$ cat src/rtl/mod_reduce_256.sv
// mod_reduce_256: word-serial reduction of a 257-bit sum modulo a preloaded
// 256-bit modulus p. The sum arrives LSW first. Each word is stored both as it
// arrives and with p subtracted, rippling the borrow between words. Once the
// carry and the final borrow are known, a single decision selects which of the
// two stored copies is streamed out.
module mod_reduce_256 #(
    parameter int W = 16,
    parameter int N = 16
) (
    input  logic         clk,
    input  logic         clr_n,
    input  logic         p_we,
    input  logic [W-1:0] p_in,
    input  logic         s_valid,
    input  logic [W-1:0] s_word,
    input  logic         s_carry,
    output logic         s_ready,
    output logic         r_valid,
    output logic [W-1:0] r_word,
    output logic         r_last,
    input  logic         r_ready,
    output logic         r_sub,
    output logic         busy
);

    localparam int IW = $clog2(N);
    localparam logic [IW-1:0] LAST_IDX = IW'(N - 1);

    typedef enum logic [1:0] {
        IDLE,
        LOAD,
        DECIDE,
        OUT
    } state_t;

    state_t state;
    state_t next_state;

    logic [W-1:0]  p_mem [N];
    logic [W-1:0]  s_mem [N];
    logic [W-1:0]  d_mem [N];
    logic [IW-1:0] p_ptr;
    logic [IW-1:0] in_idx;
    logic [IW-1:0] out_idx;
    logic [IW-1:0] cur_idx;
    logic          bw;
    logic          carry_q;
    logic          borrow_in;
    logic          diff_borrow;
    logic [W-1:0]  diff;

    // The first word of an operand is taken in IDLE, so it always lands at
    // index 0 and starts the borrow chain from zero.
    assign cur_idx   = (state == LOAD) ? in_idx : '0;
    assign borrow_in = (state == LOAD) ? bw : 1'b0;
    assign {diff_borrow, diff} = {1'b0, s_word} - {1'b0, p_mem[cur_idx]}
                               - {{W{1'b0}}, borrow_in};

    // State register with synchronous reset.
    always_ff @(posedge clk) begin
        if (!clr_n) begin
            state <= IDLE;
        end else begin
            state <= next_state;
        end
    end

    // Next-state decode and the handshake/result outputs.
    always_comb begin
        next_state = state;
        s_ready    = 1'b0;
        r_valid    = 1'b0;
        r_last     = 1'b0;
        r_word     = '0;
        busy       = 1'b1;
        case (state)
            IDLE: begin
                s_ready = 1'b1;
                busy    = 1'b0;
                if (s_valid) begin
                    next_state = LOAD;
                end
            end
            LOAD: begin
                s_ready = 1'b1;
                if (s_valid && (in_idx == LAST_IDX)) begin
                    next_state = DECIDE;
                end
            end
            DECIDE: begin
                next_state = OUT;
            end
            OUT: begin
                r_valid = 1'b1;
                r_last  = (out_idx == LAST_IDX);
                r_word  = r_sub ? d_mem[out_idx] : s_mem[out_idx];
                if (r_ready && (out_idx == LAST_IDX)) begin
                    next_state = IDLE;
                end
            end
            default: begin
                next_state = IDLE;
            end
        endcase
    end

    // Modulus storage, operand buffers, borrow chain and output index.
    always_ff @(posedge clk) begin
        if (!clr_n) begin
            for (int i = 0; i < N; i++) begin
                p_mem[i] <= '0;
            end
            p_ptr   <= '0;
            in_idx  <= '0;
            out_idx <= '0;
            bw      <= 1'b0;
            carry_q <= 1'b0;
            r_sub   <= 1'b0;
        end else begin
            case (state)
                IDLE: begin
                    if (s_valid) begin
                        s_mem[cur_idx] <= s_word;
                        d_mem[cur_idx] <= diff;
                        bw             <= diff_borrow;
                        in_idx         <= IW'(1);
                    end else if (p_we) begin
                        p_mem[p_ptr] <= p_in;
                        p_ptr        <= p_ptr + 1'b1;
                    end
                end
                LOAD: begin
                    if (s_valid) begin
                        s_mem[cur_idx] <= s_word;
                        d_mem[cur_idx] <= diff;
                        bw             <= diff_borrow;
                        if (in_idx == LAST_IDX) begin
                            carry_q <= s_carry;
                            in_idx  <= '0;
                        end else begin
                            in_idx <= in_idx + 1'b1;
                        end
                    end
                end
                DECIDE: begin
                    r_sub   <= carry_q | ~bw;
                    out_idx <= '0;
                end
                OUT: begin
                    if (r_ready) begin
                        out_idx <= (out_idx == LAST_IDX) ? '0 : out_idx + 1'b1;
                    end
                end
                default: begin
                end
            endcase
        end
    end

endmodule

$ cat config.mk
export PLATFORM = sky130hd
export DESIGN_NAME = mod_reduce_256
export DESIGN_NICKNAME = d
export VERILOG_FILES = /design/src/rtl/mod_reduce_256.sv
export SDC_FILE = /design/constraint.sdc
export NUM_CORES = 1
export LEC_CHECK = 0
export BUFFER_PORTS_ARGS = -buffer_cell sky130_fd_sc_hd__buf_2
export CORE_ASPECT_RATIO = 1.75
export CORE_MARGIN = 4
export CORE_UTILIZATION = 39
export DETAILED_ROUTE_END_ITERATION = 10
export PLACE_DENSITY_LB_ADDON = 0.05
export SLEW_MARGIN = 25
export SYNTH_ARGS = -nofsm -noshare
export SYNTH_HDL_FRONTEND = slang
export SYNTH_SLANG_ARGS = --single-unit
$ cat constraint.sdc
create_clock -name clk -period 5 [get_ports clk]
set_input_delay 0.5 -clock clk [delete_from_list [all_inputs] [get_ports clk]]
set_output_delay 0.5 -clock clk [all_outputs]
set_load 0.02 [all_outputs]
==> flow_metrics.env <==
export IMPL_viasPerCell=5.40
export IMPL_worstPathCellList="inv_1 -> ha_4 -> buf_12 -> nand2b_1 -> mux4_2 -> o22ai_1 -> nor2_1 -> ha_1 -> inv_1 -> ha_1 -> o21a_1 -> o2bb2ai_1 -> a21boi_0 -> buf_4 -> o22ai_1 -> nor3_1 -> a211o_1"
export IMPL_clk_pin_slew_ps=60
export IMPL_power_density_nw_per_um2=456
export IMPL_design_area_um2=38400
export IMPL_max_stage_delay_ps=500
export IMPL_cap_violations=0
export IMPL_final_max_slew_viol_count=0
export IMPL_synthCells=1947
export IMPL_synth_net_count=2028
export IMPL_place_area_um2=36000
export IMPL_antenna_found_initial=6
export IMPL_wl_mm=94.1
export IMPL_cts_htree_levels=3
export IMPL_grtUsageTotal=0.208
export IMPL_num_nets_final=2136
export IMPL_cp_end_kind="register"
export IMPL_grt_overflow_total=0
export IMPL_yosys_area_top_type="edfxtp_1"
export IMPL_syn_cell_area_um2=33800
export IMPL_clock_latency_ps=670
export IMPL_path_buf_inv=4
export IMPL_fillers=7552
export IMPL_clock_sinks=789
export IMPL_ant_nets=0
export IMPL_worst_ir_drop_vdd_mv=0.299
export IMPL_tightest_slew_ps=1120
export IMPL_cts_resized_gates=0
export IMPL_period_minus_slack_ps=4640
export IMPL_drive_gt1_frac=0.227
export IMPL_crit_family="compound AO/OA/AOI/OAI gates"
export IMPL_outcome="completed"
export IMPL_core_um2=85800
export IMPL_die_height_um=398
export IMPL_vias=17657
export IMPL_synth_commonest_cells="edfxtp_1, and2_1, mux4_2"
export IMPL_cp_arrival_ps=4980
export IMPL_cts_root_buf="clkbuf_16"
export IMPL_setup_slack_ps=361
export IMPL_grt_max_degree=50
export IMPL_cts_setup_buffers=0
export IMPL_finalSetupTns_ps=0
export IMPL_initialDrtViolationCount=984
export IMPL_grt_pass1_wl_mm=136
export IMPL_clock_path_buffers=3
export IMPL_ys_types=55
export IMPL_port_buffers=58
export IMPL_synth_top_area_frac=0.681
export IMPL_syn2layout_area_growth_pct=13.5
export IMPL_slew_headroom=0.253
export IMPL_dieArea_um2=91700
export IMPL_hp_class="in -> reg"
export IMPL_cts_tree="done"
export IMPL_final_setup_viol_count=0
export IMPL_yosysMostFrequentCell="edfxtp_1"
export IMPL_leakage_nw=12.6
export IMPL_drc_errors=0
export IMPL_ys_seq_elements=789
export IMPL_critical_path_class="reg -> reg"
export IMPL_wl_per_cell_um=28.8
export IMPL_final_hold_violation_count=0
export IMPL_initial_core_util=0.394
export IMPL_cp_required_ps=5340
export IMPL_synth_area_top_cells="edfxtp_1, mux4_2, and2_1"
export IMPL_synth_seq_area_share=0.694
export IMPL_hpwl_mm=59.2
export IMPL_grt_pass1_vias=19155
export IMPL_cpMaxStageDelayCell="mux4_2"
export IMPL_pre_cts_ws_ps=151
export IMPL_fmax_ghz=0.216
export IMPL_ioPinCount=59
export IMPL_timing_final_crit_share=0.928
export IMPL_row_count=142
export IMPL_synth_main_ff_cell="edfxtp_1"
export IMPL_synth_edf_count=768
export IMPL_die_w_um=231
export IMPL_cts_made_buffers=78
export IMPL_gp_congestion=0.775
export IMPL_async_flop_share=0
export IMPL_cts_hold_buffers_added=0
export IMPL_fin_skew_ps=30.4
export IMPL_cp_max_fo=41
export IMPL_synth_warnings=0
export IMPL_drt_first_pass_iters=5
export IMPL_avgSynthCellArea_um2=17.4
export IMPL_rsz0062_at_grt="false"
export IMPL_start_kind="register"
## metrics by stage
step,cells,power (mW),utilization,hold WS (ps)
CTS,3270,17.7,0.447,59.9
floorplan,1947,10.6,-,437
global route,3270,18.3,0.448,84.2
finish,3271,17.5,0.448,97.2
detailed placement,3127,12.0,0.419,474
global placement,3127,11.9,0.419,478
## metal layers
metal | wire, um | GRT usage
met3 | 3080 | 0.0241
met5 | 20 | 0
met1 | 34300 | 0.230
met2 | 52500 | 0.397
met4 | 4160 | 0.0910
## kinds of logic (layout without fill, tap and decap cells)
logic type | after synthesis | after routing | synth area share
mux | 231 | 231 | 0.140
other cells | 0 | 1 | 0
simple gates | 482 | 482 | 0.0824
compound gates | 197 | 197 | 0.0389
fa+ha+maj | 43 | 43 | 0.0163
xor+xnor | 16 | 16 | 0.00414
flops | 789 | 789 | 0.694
buf+inv | 189 | 360 | 0.0241
## final timing paths
kind | startpoint | to | slack, ps | cells past startpoint
hold / removal | s_word[0] | s_mem[6][0] | 100 | 1
setup reg to reg | state[1] | d_mem[4][15] | 360 | 17
setup / recovery | state[1] | d_mem[4][15] | 360 | 17
hold reg to reg | carry_q | r_sub | 480 | 2
## area by class of cell
| class | instances | area (um2) | area share |
|---|---|---|---|
| antenna | 1 | 2.50 | 0.0000652 |
| timing repair buffer | 152 | 1080 | 0.0282 |
| clock buffer | 93 | 2010 | 0.0523 |
| multi-input combinational | 969 | 9750 | 0.254 |
| clock inverter | 50 | 379 | 0.00987 |
| inverter | 65 | 244 | 0.00635 |
| sequential | 789 | 23500 | 0.612 |
| tap | 1152 | 1440 | 0.0375 |
## state kept, by name (all words and copies together) (netlist names), named ones only
| signal | flops |
|---|---|
| state | 2 |
| carry_q | 1 |
| r_sub | 1 |
| s_mem | 256 |
| p_ptr | 4 |
| d_mem | 256 |
| in_idx | 4 |
| out_idx | 4 |
| p_mem | 256 |
| bw | 1 |
## report_power, final
part	internal, mW	total [mW]	switching, mW
clock	3.13	5.67	2.54
combinational	1.19	3.41	2.22
sequential	8.32	8.42	0.107
total	12.6	17.5	4.87
## cells in the final DEF (no fill, tap or decap), drive strengths merged, types with 16 or more instances in the layout
cell type,n
edfxtp,768
and2,265
mux4,192
buf,152
clkbuf,93
inv,70
nand2b,62
nor2,54
ha,41
a21oi,40
clkinv,38
mux2i,36
o21ai,34
nand2,30
o22ai,26
nor2b,25
dfxtp,21
nand3,20
a211oi,18
a22o,16
(Power assumes the default switching activity.)
